$ cat src/rtl/video_stream_pkg.sv
// Shared video stream definitions: beat widths, default alpha and packer state encoding.
package video_stream_pkg;

    localparam int unsigned RGB_W  = 24;
    localparam int unsigned RGBA_W = 32;

    localparam logic [7:0] DEFAULT_ALPHA = 8'hFF;

    typedef enum logic [1:0] {
        StSeek   = 2'd0,
        StStream = 2'd1,
        StDrain  = 2'd2
    } frame_state_e;

    // Places the constant alpha byte above the scaler's RGB triple.
    function automatic logic [RGBA_W-1:0] pack_rgba(input logic [7:0]       alpha,
                                                    input logic [RGB_W-1:0] rgb);
        return {alpha, rgb};
    endfunction

endpackage

$ cat src/rtl/stream_skid_buffer.sv
// Two-entry in-order buffer carrying a data word plus SOP/EOP flags.
// Slot 0 always holds the head beat, so the outputs come straight from registers.
module stream_skid_buffer #(
    parameter int unsigned DATA_W = 32
) (
    input  logic              clk_i,
    input  logic              rst_i,
    input  logic              push_i,
    input  logic [DATA_W-1:0] push_data_i,
    input  logic              push_sop_i,
    input  logic              push_eop_i,
    output logic              push_ready_o,
    output logic              pop_valid_o,
    output logic [DATA_W-1:0] pop_data_o,
    output logic              pop_sop_o,
    output logic              pop_eop_o,
    input  logic              pop_ready_i
);

    localparam int unsigned EntryW = DATA_W + 2;

    logic [EntryW-1:0] slot0_q, slot0_d;
    logic [EntryW-1:0] slot1_q, slot1_d;
    logic [1:0]        cnt_q, cnt_d;
    logic [EntryW-1:0] entry;
    logic              pop;
    logic              push_ok;

    assign entry        = {push_data_i, push_sop_i, push_eop_i};
    assign pop_valid_o  = (cnt_q != 2'd0);
    assign push_ready_o = (cnt_q != 2'd2);
    assign pop          = pop_valid_o && pop_ready_i;
    // A push into a full buffer is only taken when the same-cycle pop frees a slot.
    assign push_ok      = push_i && (push_ready_o || pop);

    assign pop_data_o = slot0_q[EntryW-1:2];
    assign pop_sop_o  = slot0_q[1];
    assign pop_eop_o  = slot0_q[0];

    // Next-state slot contents and occupancy for every push/pop combination.
    always_comb begin
        slot0_d = slot0_q;
        slot1_d = slot1_q;
        cnt_d   = cnt_q;
        case ({push_ok, pop})
            2'b11: begin
                if (cnt_q == 2'd1) begin
                    slot0_d = entry;
                end else begin
                    slot0_d = slot1_q;
                    slot1_d = entry;
                end
            end
            2'b10: begin
                if (cnt_q == 2'd0) begin
                    slot0_d = entry;
                end else begin
                    slot1_d = entry;
                end
                cnt_d = cnt_q + 2'd1;
            end
            2'b01: begin
                slot0_d = slot1_q;
                cnt_d   = cnt_q - 2'd1;
            end
            default: begin
                cnt_d = cnt_q;
            end
        endcase
    end

    // Slot and occupancy registers; reset empties the buffer and zeroes the outputs.
    always_ff @(posedge clk_i) begin
        if (rst_i) begin
            slot0_q <= '0;
            slot1_q <= '0;
            cnt_q   <= 2'd0;
        end else begin
            slot0_q <= slot0_d;
            slot1_q <= slot1_d;
            cnt_q   <= cnt_d;
        end
    end

endmodule

$ cat src/rtl/rgba_frame_packer.sv
// Frame-aware RGB to RGBA packer: locks onto SOP, tracks pixel position, flags
// malformed frames and forwards good pixels through a two-entry output buffer.
module rgba_frame_packer
    import video_stream_pkg::*;
#(
    parameter int unsigned WIDTH  = 640,
    parameter int unsigned HEIGHT = 480,
    parameter logic [7:0]  ALPHA  = DEFAULT_ALPHA
) (
    input  logic              clk,
    input  logic              reset,
    input  logic [RGB_W-1:0]  in_data,
    input  logic              in_startofpacket,
    input  logic              in_endofpacket,
    input  logic              in_valid,
    output logic              in_ready,
    input  logic              frame_transition,
    output logic [RGBA_W-1:0] out_data,
    output logic              out_valid,
    output logic              out_startofpacket,
    output logic              out_endofpacket,
    input  logic              out_ready,
    output logic              frame_done,
    output logic              frame_error,
    output logic [15:0]       frame_count
);

    localparam int unsigned XW = (WIDTH > 1) ? $clog2(WIDTH) : 1;
    localparam int unsigned YW = (HEIGHT > 1) ? $clog2(HEIGHT) : 1;

    localparam logic [XW-1:0] XLast = XW'(WIDTH - 1);
    localparam logic [YW-1:0] YLast = YW'(HEIGHT - 1);
    // Position of the beat that follows pixel (0,0).
    localparam logic [XW-1:0] XAfterOrigin = (WIDTH > 1) ? XW'(1) : '0;
    localparam logic [YW-1:0] YAfterOrigin = (WIDTH > 1) ? '0 : YW'(1);

    frame_state_e  state_q, state_d;
    logic [XW-1:0] x_q, x_d;
    logic [YW-1:0] y_q, y_d;
    logic [15:0]   count_q, count_d;
    logic          done_q, done_d;
    logic          err_q, err_d;

    logic          push;
    logic          push_sop;
    logic          push_eop;
    logic          buf_ready;
    logic          accept;
    logic          last_pixel;
    logic [XW-1:0] x_adv;
    logic [YW-1:0] y_adv;

    // DRAIN swallows beats unconditionally; SEEK and STREAM may push, so they only
    // take a beat when the buffer has room (always true unless downstream stalls).
    assign in_ready   = !reset && ((state_q == StDrain) || buf_ready);
    assign accept     = in_valid && in_ready;
    assign last_pixel = (x_q == XLast) && (y_q == YLast);
    assign x_adv      = (x_q == XLast) ? '0 : x_q + 1'b1;
    assign y_adv      = (x_q == XLast) ? y_q + 1'b1 : y_q;

    assign frame_done  = done_q;
    assign frame_error = err_q;
    assign frame_count = count_q;

    // Frame FSM: next state, pixel position, buffer push and status pulses.
    always_comb begin
        state_d  = state_q;
        x_d      = x_q;
        y_d      = y_q;
        count_d  = count_q;
        done_d   = 1'b0;
        err_d    = 1'b0;
        push     = 1'b0;
        push_sop = 1'b0;
        push_eop = 1'b0;
        unique case (state_q)
            StSeek: begin
                if (accept) begin
                    if (in_startofpacket && in_endofpacket) begin
                        err_d = 1'b1;
                    end else if (in_startofpacket && !frame_transition) begin
                        push     = 1'b1;
                        push_sop = 1'b1;
                        x_d      = XAfterOrigin;
                        y_d      = YAfterOrigin;
                        state_d  = StStream;
                    end
                end
            end
            StStream: begin
                if (accept) begin
                    x_d = '0;
                    y_d = '0;
                    if (frame_transition) begin
                        // Abandoned frame: not an error, just wait out its EOP.
                        state_d = StDrain;
                    end else if (in_startofpacket && in_endofpacket) begin
                        err_d   = 1'b1;
                        state_d = StSeek;
                    end else if (in_startofpacket) begin
                        err_d    = 1'b1;
                        push     = 1'b1;
                        push_sop = 1'b1;
                        x_d      = XAfterOrigin;
                        y_d      = YAfterOrigin;
                    end else if (in_endofpacket) begin
                        push     = 1'b1;
                        push_eop = 1'b1;
                        state_d  = StSeek;
                        if (last_pixel) begin
                            done_d  = 1'b1;
                            count_d = count_q + 16'd1;
                        end else begin
                            err_d = 1'b1;
                        end
                    end else if (last_pixel) begin
                        // Frame is full but the source keeps going: close it ourselves.
                        push     = 1'b1;
                        push_eop = 1'b1;
                        err_d    = 1'b1;
                        state_d  = StDrain;
                    end else begin
                        push = 1'b1;
                        x_d  = x_adv;
                        y_d  = y_adv;
                    end
                end
            end
            StDrain: begin
                if (accept && in_endofpacket) begin
                    state_d = StSeek;
                    if (in_startofpacket) begin
                        err_d = 1'b1;
                    end
                end
            end
            default: begin
                state_d = StSeek;
            end
        endcase
    end

    // State, position, frame counter and pulse registers.
    always_ff @(posedge clk) begin
        if (reset) begin
            state_q <= StSeek;
            x_q     <= '0;
            y_q     <= '0;
            count_q <= 16'd0;
            done_q  <= 1'b0;
            err_q   <= 1'b0;
        end else begin
            state_q <= state_d;
            x_q     <= x_d;
            y_q     <= y_d;
            count_q <= count_d;
            done_q  <= done_d;
            err_q   <= err_d;
        end
    end

    stream_skid_buffer #(
        .DATA_W (RGBA_W)
    ) u_out_buf (
        .clk_i        (clk),
        .rst_i        (reset),
        .push_i       (push),
        .push_data_i  (pack_rgba(ALPHA, in_data)),
        .push_sop_i   (push_sop),
        .push_eop_i   (push_eop),
        .push_ready_o (buf_ready),
        .pop_valid_o  (out_valid),
        .pop_data_o   (out_data),
        .pop_sop_o    (out_startofpacket),
        .pop_eop_o    (out_endofpacket),
        .pop_ready_i  (out_ready)
    );

endmodule

$ cat config.mk
export PLATFORM = sky130hd
export DESIGN_NAME = rgba_frame_packer
export DESIGN_NICKNAME = d
export VERILOG_FILES = /design/src/rtl/video_stream_pkg.sv /design/src/rtl/stream_skid_buffer.sv /design/src/rtl/rgba_frame_packer.sv
export SDC_FILE = /design/constraint.sdc
export NUM_CORES = 1
export LEC_CHECK = 0
export ABC_CLOCK_PERIOD_IN_PS = 3600
export BUFFER_PORTS_ARGS = -buffer_cell sky130_fd_sc_hd__buf_2
export CAP_MARGIN = 20
export CORE_MARGIN = 2
export CORE_UTILIZATION = 56
export CTS_BUF_LIST = sky130_fd_sc_hd__clkbuf_8 sky130_fd_sc_hd__clkbuf_16
export CTS_CLUSTER_SIZE = 28
export DETAILED_ROUTE_END_ITERATION = 7
export GPL_TIMING_DRIVEN = 0
export PLACE_DENSITY = 0.79
export SLEW_MARGIN = 0
export SYNTH_ARGS = -nofsm -noshare
export SYNTH_HDL_FRONTEND = slang
export SYNTH_SLANG_ARGS = --single-unit
export TNS_END_PERCENT = 50
$ cat constraint.sdc
create_clock -name clk -period 3.6 [get_ports clk]
set_input_delay 0.36 -clock clk [delete_from_list [all_inputs] [get_ports clk]]
set_output_delay 0.36 -clock clk [all_outputs]
set_load 0.05 [all_outputs]
# Word level (Yosys, flattened, before mapping)
# Cells that the tools add are included.
dict set report op_classes {
  addsub 5
  mul 0
  div_mod_pow 0
  n_lt_le_gt_ge 0
  n_eq_ne 20
  n_shift 0
  n_mux 69
  bitwise_logic 6
  reduce_logical 26
}
# op n
set ops {}
lappend ops {{$mux 34} 4}
lappend ops {{$pmux 34 s3} 1}
lappend ops {{$mux 10} 10}
lappend ops {{$mux 9} 10}
lappend ops {{$pmux 34 s2} 1}
lappend ops {{$mux 1} 26}
lappend ops {{$mux 2} 10}
lappend ops {{$pmux 10 s2} 1}
lappend ops {{$pmux 9 s2} 1}
lappend ops {{$add 16x1->16 const B} 1}
lappend ops {{$ne 2x2->1 const B} 7}
lappend ops {{$reduce_and 7->1} 2}
lappend ops {{$add 10x1->10 const B} 1}
lappend ops {{$eq 10x10->1 const B} 1}
lappend ops {{$add 9x1->9 const B} 1}
lappend ops {{$eq 9x9->1 const B} 1}
lappend ops {{$logic_and 1x1->1} 8}
lappend ops {{$reduce_bool 2->1} 4}
lappend ops {{$ne 7x7->1 const B} 1}
lappend ops {{$reduce_or 7->1} 1}
lappend ops {{$eq 2x1->1 const B} 3}
lappend ops {{$eq 2x2->1 const B} 3}
lappend ops {{$not 1->1} 6}
lappend ops {{$pmux 2 s3} 1}
lappend ops {{other kinds (16)} 21}
dict set report word_totals {
  reg_bits 109
  latch_bits 0
  ram_bits 0
  mem_bits_ro 0
  input_bits 31
  out_inout_bits 54
  wordCells 135
  n_memories 0
}

# Longest topological paths before layout
# Gate-level depths: netlist (run 1).
dict set report logic_depth {
  depth_word 11
  mapped_depth 12
  mapped_depth_nobuf 10
}

# By module
# A second synthesis (run 1) with hierarchy kept.
dict set report hier_totals {
  cells_unflattened 652
  area_unflattened_um2 5793.1
}
# module instances cells_per_inst area_per_inst_um2 seq_area_each_um2
set modules_own_cells {}
lappend modules_own_cells {stream_skid_buffer 1 397 3714.8 1401.3}
lappend modules_own_cells {rgba_frame_packer 1 255 2078.2 780.7}

# Worst setup path before layout (run 1)
# Ideal clock, no wire load.
dict set report synth_timing {
  path_type {register to register}
  start {reg u_out_buf.cnt_q[0]}
  end {reg u_out_buf.slot0_q[3]}
  setup_time_ns 0.132
  arrival_ns 2.702
  t_required_ns 3.468
  setup_slack_ns 0.766
  path_stages_with_launch 11
  n_path_buf 2
  synth_period_minus_slack_ns 2.834
  cell_sequence {dfxtp_1 > inv_1 > ha_1 > nor4b_2 > and4bb_2 > ha_1 > clkbuf_1 > mux2_2 > clkbuf_1 > a221oi_1 > nor3_1}
}
dict set report synth_between {
  elab_chain_len 10
  word_cells_on_any_way 21
  classes_between {6 x eq/ne; 5 x mux; 10 x reduce/logical}
}
# item line_no
set synth_lines {}
lappend synth_lines {{start: declaration} stream_skid_buffer.sv:24} ;# logic [1:0] cnt_q, cnt_d;
lappend synth_lines {{start signal: assignment} stream_skid_buffer.sv:81} ;# cnt_q <= cnt_d;
lappend synth_lines {{$ne 2x2->1} stream_skid_buffer.sv:31} ;# assign push_ready_o = (cnt_q != 2'd2);
lappend synth_lines {{$logic_or 1x1->1} rgba_frame_packer.sv:55} ;# assign in_ready = !reset && ((state_q == StDrain) || buf_ready);
lappend synth_lines {{$logic_and 1x1->1} rgba_frame_packer.sv:55}
lappend synth_lines {{$logic_and 1x1->1} rgba_frame_packer.sv:56} ;# assign accept = in_valid && in_ready;
lappend synth_lines {{$mux 1 (on tied branches)} {rgba_frame_packer.sv:91, rgba_frame_packer.sv:78}}
lappend synth_lines {{$pmux 1 s2} rgba_frame_packer.sv:76} ;# unique case (state_q)
lappend synth_lines {{$logic_and 1x1->1} stream_skid_buffer.sv:34} ;# assign push_ok = push_i && (push_ready_o || pop);
lappend synth_lines {{$eq 2x2->1 / $eq 2x1->1 (equally long branches)} stream_skid_buffer.sv:45} ;# case ({push_ok, pop})
lappend synth_lines {{$ne 2x1->1 (no line) / $reduce_bool 3->1 (equally long branches)} n/a}
lappend synth_lines {{$reduce_and 2->1 (no line)} n/a}
lappend synth_lines {{end signal: assignment} stream_skid_buffer.sv:79} ;# slot0_q <= slot0_d;
lappend synth_lines {{end: declaration} stream_skid_buffer.sv:22} ;# logic [EntryW-1:0] slot0_q, slot0_d;
# Parallel ways exist; a longest one is shown, timed or not.
# A chain may end at the register's enable or synchronous reset.

# Worst setup path in the final report (run 1)
dict set report layout_timing {
  start {reg u_out_buf.cnt_q[0]}
  end {reg u_out_buf.slot1_q[13]}
}
dict set report layout_between {
  elab_chain_len 10
  word_cells_on_any_way 20
  classes_between {6 x eq/ne; 4 x mux; 10 x reduce/logical}
}
# item line_no
set layout_lines {}
lappend layout_lines {{$ne 2x2->1} stream_skid_buffer.sv:31}
lappend layout_lines {{$logic_or 1x1->1} rgba_frame_packer.sv:55}
lappend layout_lines {{$logic_and 1x1->1} rgba_frame_packer.sv:55}
lappend layout_lines {{$logic_and 1x1->1} rgba_frame_packer.sv:56}
lappend layout_lines {{$mux 1 (on tied branches)} {rgba_frame_packer.sv:91, rgba_frame_packer.sv:78}}
lappend layout_lines {{$pmux 1 s2} rgba_frame_packer.sv:76}
lappend layout_lines {{$logic_and 1x1->1} stream_skid_buffer.sv:34}
lappend layout_lines {{$eq 2x2->1} stream_skid_buffer.sv:45}
lappend layout_lines {{$ne 2x2->1 (no line) / $reduce_bool 2->1 (equally long branches)} n/a}
lappend layout_lines {{$reduce_and 3->1 (no line)} n/a}
lappend layout_lines {{end signal: assignment} stream_skid_buffer.sv:80} ;# slot1_q <= slot1_d;
lappend layout_lines {{end: declaration} stream_skid_buffer.sv:23} ;# logic [EntryW-1:0] slot1_q, slot1_d;
# Parallel ways exist; a longest one is shown, timed or not.

==> implementation parameters, run 1 <==
Parameter                              Value

Timing
  Max Fclk ... 301 MHz
  Setup violation total in the final timing report ... 0
  TNS Setup ... 0 ps
  Setup repair after global routing missed its margin ... no
  Part of the cycle the worst path needs ... ~92%
  Remaining max-slew budget at the tightest pin ... between 40 and 50%
  Minimum clock period ... 3320 ps
  Final-report max-slew violation count ... 0
  Skew final ... ~8.4 ps
  Final-report hold violation count ... 0
  Transition time of the tightest slew-check pin ... between 700 and 800 ps
  Smallest hold slack ... roughly 240 ps

GRT
  Total global-route track usage ... a little over a quarter
  Antenna violations before repair ... 0
  Most Used Layer, Global Route ... met2
  Met3 track demand over resource ... under 10%
  Global routing met1 resource utilization ... about a third
  Wire length of the first global-routing pass ... around 19000 microns
  Via count of the first global-routing pass ... around 4100
  Leftover overflow at the end of global routing ... 0
  Maximum number of pins on one net before global-route repair ... 16
  Global routing met2 resource utilization ... ~43%

Floorplan
  Ports ... 85
  Horiz. Die Dim ... ~95 microns
  Die height ... 95.3 microns
  Floorplan core area ... 8130 sq um
  Initial Utilization ... about 57%
  Num rows ... 33
  Area enclosed by the die boundary ... between 9000 and 10000 sq um

Setup path
  Destination of the critical timing path ... u_out_buf.slot1_q[13]
  Start point of the critical path ... u_out_buf.cnt_q[0]
  Critical path data arrival time ... 3630 ps
  Launching point of the worst reg2reg path ... u_out_buf.cnt_q[0]
  Path depth of the worst reg2reg path ... 11
  Worst reg2reg setup slack ... around 280 ps
  Biggest fanout along the worst timing path ... 10
  Critical Path Source Type ... flop
  Classification of the worst setup path ... flop to flop
  Capturing element type of the critical path ... flop
  Crit Reg-Reg Endpoint ... u_out_buf.slot1_q[13]
  Data required time of the critical path ... around 4000 ps

Placement
  DP Area ... between 5000 and 6000 sq um
  GPL Wtd Cong ... 0.876
  Input/output buffers ... 83
  Final HPWL DP ... 8250 microns

Pwr
  Clk network pwr share ... approximately 22%
  Register share of total power ... a little under 40%
  Leakage power summed over all cells ... roughly 2.1 nW
  Power density cells ... 565 nW/um^2
  Switching fraction of total power ... a little over two fifths
  Logic pwr share ... 39.6%
  Cell Int Power ... 1.78 mW
  Switching Power ... around 1.3 mW
  Maximum vdd drop ... roughly 0.30 mV

Drt
  Total length of routed wires ... between 10000 and 15000 microns
  Vias ... about 4600
  Final antenna-violating net count ... 0
  Iteration-0 DRC count of the detailed router ... between 200 and 300
  Detail-routed via count per cell ... ~5.9
  Post-route DRC ... 0
  TritonRoute pass-1 iters ... 5
  Average detailed-routed wire length per instance ... between 10 and 15 microns

Synthesis
  Count of flip-flops with a built-in enable after synthesis ... 0
  Top cells by count, synth ... nand2_1 (100), dfxtp_1 (95), a21oi_1 (77), nor2_1 (39), clkbuf_1 (30)
  Yosys warning count ... 0
  Avg Cell Area, Syn ... 8.08 sq um
  Most used flip-flop cell after synthesis ... dfxtp_1
  Distinct cells, synth ... 55
  Largest area contributor in the synthesized netlist ... dfxtp_1
  Net count of the mapped netlist ... roughly 620
  Area share of the leading cell type in the synthesized netlist ... about two fifths
  Proportion of synthesized flip-flops having asynchronous set or reset ... 0%
  Summed instance area of the synthesized netlist ... roughly 4700 sq um
  Post-Syn Instances ... around 580
  Dominant cells by area after synthesis ... dfxtp_1 (41%), a21oi_1 (8.3%), nand2_1 (8.0%)
  Seq/Total Area, Yosys ... slightly above 40%
  Synthesis-stage register bit count ... 95
  Most frequent cell after synthesis ... nand2_1

Clock network
  Num Clock Sinks ... 95
  Maximum number of buffers from clock root to sink ... 2
  Clock-pin slew reported for the worst setup and hold paths after clock tree synthesis ... 90 ps
  Clock root cell ... clkbuf_8
  Number of hold-repair buffers added at the cts stage ... 0
  Number of buffers inserted during clock tree synthesis ... 9
  Worst-Skew Late Latency ... 370 ps
  TritonCTS clock tree ... done
  CTS H-tree depth ... 3

Finish
  Final #Nets ... just over 700
  Layout cells sized above 1 ... between 10% and 20%
  Number of antenna cells inserted ... 0
  Final Instance Area ... between 5000 and 6000 sq um
  Relative area change from synthesis to final layout ... 15.9%
  Fill cells ... between 700 and 800

Hold path
  Worst min-delay path category ... input port to flop
  Depth of the worst hold-timing path ... 3

Run status
  Run status ... finished clean

Run
  Max-cap check violation count ... 0
==> how the worst min path moves through the flow <==
stage                                startpoint                     to
after floorplan           u_out_buf.slot1_q[10]  u_out_buf.slot1_q[10]
after global placement    u_out_buf.slot0_q[16]  u_out_buf.slot0_q[16]
after detailed placement  u_out_buf.slot0_q[16]  u_out_buf.slot0_q[16]
after CTS                            in_data[7]   u_out_buf.slot1_q[9]
after global routing                 in_data[8]  u_out_buf.slot1_q[10]
final                                in_data[7]   u_out_buf.slot1_q[9]
==> per-stage QoR <==
| step | instances | total power [mW] | utilization [%] | setup slack [ps] |
|---|---|---|---|---|
| final | 782 | 3.06 | 66.5 | 275 |
| after global routing | 782 | 3.23 | 66.5 | 30.9 |
| after floorplan | 578 | 2.14 | - | 766 |
| after CTS | 782 | 3.06 | 66.4 | 143 |
| after global placement | 766 | 2.38 | 64.1 | 272 |
| after detailed placement | 766 | 2.41 | 64.1 | 181 |
==> power groups by stage <==
stage | Clock (mW) | Combinational, mW | Sequential (mW)
finish | 0.661 | 1.21 | 1.19
global route | 0.708 | 1.32 | 1.20
CTS | 0.671 | 1.20 | 1.19
detailed placement | 0 | 1.20 | 1.21
global placement | 0 | 1.18 | 1.20
floorplan | 0 | 0.712 | 1.43
==> layout by cell type (no fill, tap or decap), types with 2 or more instances in the layout <==
| cell type | Yosys | layout |
|---|---|---|
| nand4_1 | 11 | 11 |
| clkbuf_1 | 30 | 29 |
| a31oi_1 | 6 | 6 |
| clkbuf_8 | 0 | 11 |
| nor3_1 | 16 | 16 |
| and4b_1 | 2 | 2 |
| clkinvlp_4 | 0 | 4 |
| dfxtp_1 | 95 | 95 |
| o31ai_1 | 3 | 3 |
| ha_1 | 10 | 10 |
| mux2i_1 | 16 | 16 |
| buf_4 | 7 | 7 |
| and4_1 | 4 | 4 |
| or4_1 | 10 | 10 |
| inv_1 | 15 | 16 |
| a211oi_1 | 3 | 3 |
| a221oi_1 | 24 | 24 |
| nor2b_1 | 2 | 2 |
| a21oi_1 | 77 | 77 |
| nand2b_1 | 7 | 7 |
| nand2_1 | 100 | 100 |
| nor4_1 | 6 | 6 |
| o21a_1 | 2 | 2 |
| xnor2_1 | 5 | 5 |
| buf_2 | 6 | 89 |
| o21ai_0 | 16 | 16 |
| or3_1 | 12 | 12 |
| a211o_1 | 2 | 2 |
| nor3b_1 | 2 | 2 |
| and2_1 | 2 | 2 |
| nand3_1 | 14 | 14 |
| o21ai_1 | 4 | 4 |
| xor2_1 | 7 | 7 |
| nor2_1 | 39 | 39 |
==> worst max-delay path, stage by stage, from the launching register on <==
cell and delay, ps:
dfxtp_1 380, inv_1 80, ha_1 290, nor4b_4 430, and4bb_2 350, ha_1 190, clkbuf_1 390, o21a_1 190
clkbuf_1 310, clkbuf_1 400, nand2_1 120, a21oi_1 130
==> timing repair <==
| item | 4_1_cts | 5_1_grt |
|---|---|---|
| endpoints found under the setup margin | 0 | 31 |
| gates resized for setup | 0 | 3 |
| setup buffers | 0 | 0 |
==> cell type report <==
cell class	count	area, sq um	area share (%)
well taps	105	131	2.43
multi-input cells	423	2510	46.4
flip-flops and latches	95	1900	35.2
clock buffers	11	151	2.80
repair buffers	83	415	7.68
plain buffers	45	211	3.91
inverters	15	56.3	1.04
clock inverters	5	33.8	0.624
==> cells by family after synthesis <==
logic type	share of synthesized area [%]
AOI/OAI and AO/OA	18.8
xor gates and xnor gates	2.25
adders and majority gates	2.68
buffers and inverters	5.71
DFF	40.7
muxes	3.67
and+or+nand+nor	26.2
==> registers in the layout, summed over array words and instances, names as in the netlist <==
| name | flops |
|---|---|
| u_out_buf.slot1_q | 27 |
| x_q | 10 |
| y_q | 9 |
| u_out_buf.cnt_q | 2 |
| frame_count | 16 |
| frame_done | 1 |
| frame_error | 1 |
| u_out_buf.slot0_q | 27 |
| state_q | 2 |
==> layer usage <==
layer / wire, microns / part of all wire [%] / vias up
met4: 252 / 2.2 / 0
met5: 0 / 0 / -
met1: 5200 / 45 / 2164
li1: - / - / 2251
met3: 654 / 5.7 / 23
met2: 5430 / 47 / 158
Note: power is estimated with default switching activity, not from simulation.
==> run 2: changes to the inputs <==
--- a/config.mk
+++ b/config.mk
@@ -8,8 +8,10 @@
 export ABC_CLOCK_PERIOD_IN_PS = 3600
 export BUFFER_PORTS_ARGS = -buffer_cell sky130_fd_sc_hd__buf_2
 export CAP_MARGIN = 20
+export CELL_PAD_IN_SITES_DETAIL_PLACEMENT = 0
+export CELL_PAD_IN_SITES_GLOBAL_PLACEMENT = 1
 export CORE_MARGIN = 2
-export CORE_UTILIZATION = 56
+export CORE_UTILIZATION = 41
 export CTS_BUF_LIST = sky130_fd_sc_hd__clkbuf_8 sky130_fd_sc_hd__clkbuf_16
 export CTS_CLUSTER_SIZE = 28
 export DETAILED_ROUTE_END_ITERATION = 7
==> implementation parameters, run 2 (synthesized netlist as in run 1, its figures left out) <==
Parameter                              Value

Clock network
  Worst-Skew Late Latency ... 340 ps (-30 ps)
  Maximum number of buffers from clock root to sink ... 2 (unchanged)
  Clock root cell ... clkbuf_16
  Num Clock Sinks ... 95 (unchanged)
  Number of buffers inserted during clock tree synthesis ... 9 (unchanged)
  TritonCTS clock tree ... done
  Clock-pin slew reported for the worst setup and hold paths after clock tree synthesis ... 70 ps (-20 ps)
  Number of hold-repair buffers added at the cts stage ... 0 (unchanged)
  Post-CTS setup buffers ... 0 (unchanged)
  Count of instances resized after the clock tree is built ... 0 (unchanged)
  CTS H-tree depth ... 3 (unchanged)

Finish
  Most common library cell in the layout ignoring fill and taps ... nand2_1
  Final #Nets ... 713 (unchanged)
  Top library cells by usage in the layout, fill and taps aside ... nand2_1 (100), dfxtp_1 (95), buf_2 (89)
  Final Instance Area ... 5630 sq um (+4.0%)
  Number of antenna cells inserted ... 0 (unchanged)
  Relative area change from synthesis to final layout ... 20.5%
  Layout cells sized above 1 ... 18.6% (+0.30 points)

Placement
  Input/output buffers ... 83 (unchanged)
  GPL Wtd Cong ... 0.789 (-10%)
  Final HPWL DP ... 8540 microns (+3.6%)
  DP Area ... 5260 sq um (+0.84%)

Floorplan
  Num rows ... 38 (+15%)
  Floorplan core area ... 11000 sq um (+35%)
  Initial Utilization ... 42.5% (-15 points)
  Die height ... 111 microns (+16%)
  Ports ... 85 (unchanged)
  Area enclosed by the die boundary ... 12300 sq um (+35%)
  Horiz. Die Dim ... 111 microns (+16%)

Setup path
  Biggest fanout along the worst timing path ... 10 (unchanged)
  Critical Path Source Type ... flop
  Capturing element type of the critical path ... flop
  Data required time of the critical path ... 3810 ps (-90 ps)
  Critical path data arrival time ... 3470 ps (-160 ps)
  Classification of the worst setup path ... flop to flop

Drt
  Iteration-0 DRC count of the detailed router ... 258 (+2.4%)
  Post-route DRC ... 0 (unchanged)
  Detail-routed via count per cell ... 5.37 (-8.7%)
  Final antenna-violating net count ... 0 (unchanged)
  TritonRoute pass-1 iters ... 4 (-1)
  Average detailed-routed wire length per instance ... 14.7 microns (-0.42%)
  Total length of routed wires ... 12000 microns (+4.0%)
  Vias ... 4385 (-4.6%)

Pwr
  Leakage power summed over all cells ... 2.16 nW (+4.6%)
  Power density cells ... 627 nW/um^2 (+11%)
  Maximum vdd drop ... 0.590 mV (+94%)

Timing
  Setup violation total in the final timing report ... 0 (unchanged)
  Minimum clock period ... 3260 ps (-65.0 ps)
  Skew final ... 9.62 ps (+1.23 ps)
  Transition time of the tightest slew-check pin ... 842 ps (+71.0 ps)
  Max Fclk ... 307 MHz (+2.0%)
  Smallest hold slack ... 269 ps (+32.3 ps)
  Final-report hold violation count ... 0 (unchanged)
  Final-report max-slew violation count ... 0 (unchanged)
  Remaining max-slew budget at the tightest pin ... 43.3% (-4.8 points)
  TNS Setup ... 0 ps (unchanged)
  Part of the cycle the worst path needs ... 90.6% (-1.8 points)
  Setup repair after global routing missed its margin ... no

GRT
  Via count of the first global-routing pass ... 4038 (-2.2%)
  Leftover overflow at the end of global routing ... 0 (unchanged)
  Maximum number of pins on one net before global-route repair ... 16 (unchanged)
  Antenna violations before repair ... 0 (unchanged)
  Wire length of the first global-routing pass ... 20200 microns (+6.7%)
  Total global-route track usage ... 19.9% (-6.4 points)

Run
  Max-cap check violation count ... 0 (unchanged)

Run status
  Run status ... finished clean

Hold path
  Worst min-delay path category ... input port to flop
[run 2: cell types whose count changed in the layout (fill, tap and decap cells not counted)]
| cell | previous run | this run |
|---|---|---|
| bufinv_16 | 0 | 3 |
| clkbuf_1 | 29 | 28 |
| clkbuf_16 | 0 | 9 |
| clkbuf_2 | 1 | 2 |
| clkbuf_8 | 11 | 2 |
| clkinv_2 | 0 | 1 |
| clkinv_4 | 0 | 1 |
| clkinvlp_4 | 4 | 0 |
| inv_1 | 16 | 15 |
[run 2: worst max-delay path, cell delays in order (launching register included)]
cell and delay (ps):
dfxtp_1 370, inv_1 80, ha_1 300, nor4b_4 430, and4bb_2 370, ha_1 140, clkbuf_1 350, mux2_2 400
clkbuf_1 230, a221oi_1 390, nor3_1 70
[run 2: worst paths after layout]
| check | start | to | slack, ps | cells after the start |
|---|---|---|---|---|
| worst max register to register | u_out_buf.cnt_q[0] | u_out_buf.slot0_q[11] | 340 | 10 |
| worst max-delay path | u_out_buf.cnt_q[0] | u_out_buf.slot0_q[11] | 340 | 10 |
| worst min-delay path | in_data[10] | u_out_buf.slot1_q[12] | 270 | 3 |
| worst min register to register | u_out_buf.slot0_q[17] | u_out_buf.slot0_q[17] | 450 | 2 |
[run 2: where the power goes]
group          switching [mW]  internal, mW
Clock                   0.409         0.717
Sequential             0.0506          1.14
Combinational           0.855         0.360
[run 2: area by class of cell]
cell class                 count  area, sq um
fill                        1085         5360
multi-input combinational    423         2510
sequential                    95         1900
timing repair buffer          83          415
clock buffer                  11          253
buffer                        45          213
tap                          140          175
clock inverter                 5          104
inverter                      15         56.3
[run 2: routing by layer]
metal | routed length [microns] | track usage (%) | vias up
met2 | 5330 | 31.4 | 81
li1 | - | - | 2261
met4 | 163 | 6.58 | 0
met3 | 526 | 3.61 | 11
met5 | 0 | 0 | -
met1 | 5980 | 27.5 | 2032
[run 2: metrics by stage]
stage | total power, mW | worst slack [ps] | utilization, % | cells
after global routing | 3.72 | 31.9 | 51.2 | 817
after floorplan | 2.14 | 766 | - | 578
after global placement | 2.41 | 142 | 47.9 | 801
after detailed placement | 2.42 | 69.1 | 47.9 | 801
final | 3.53 | 340 | 51.2 | 817
after CTS | 3.55 | 45.7 | 51.1 | 817
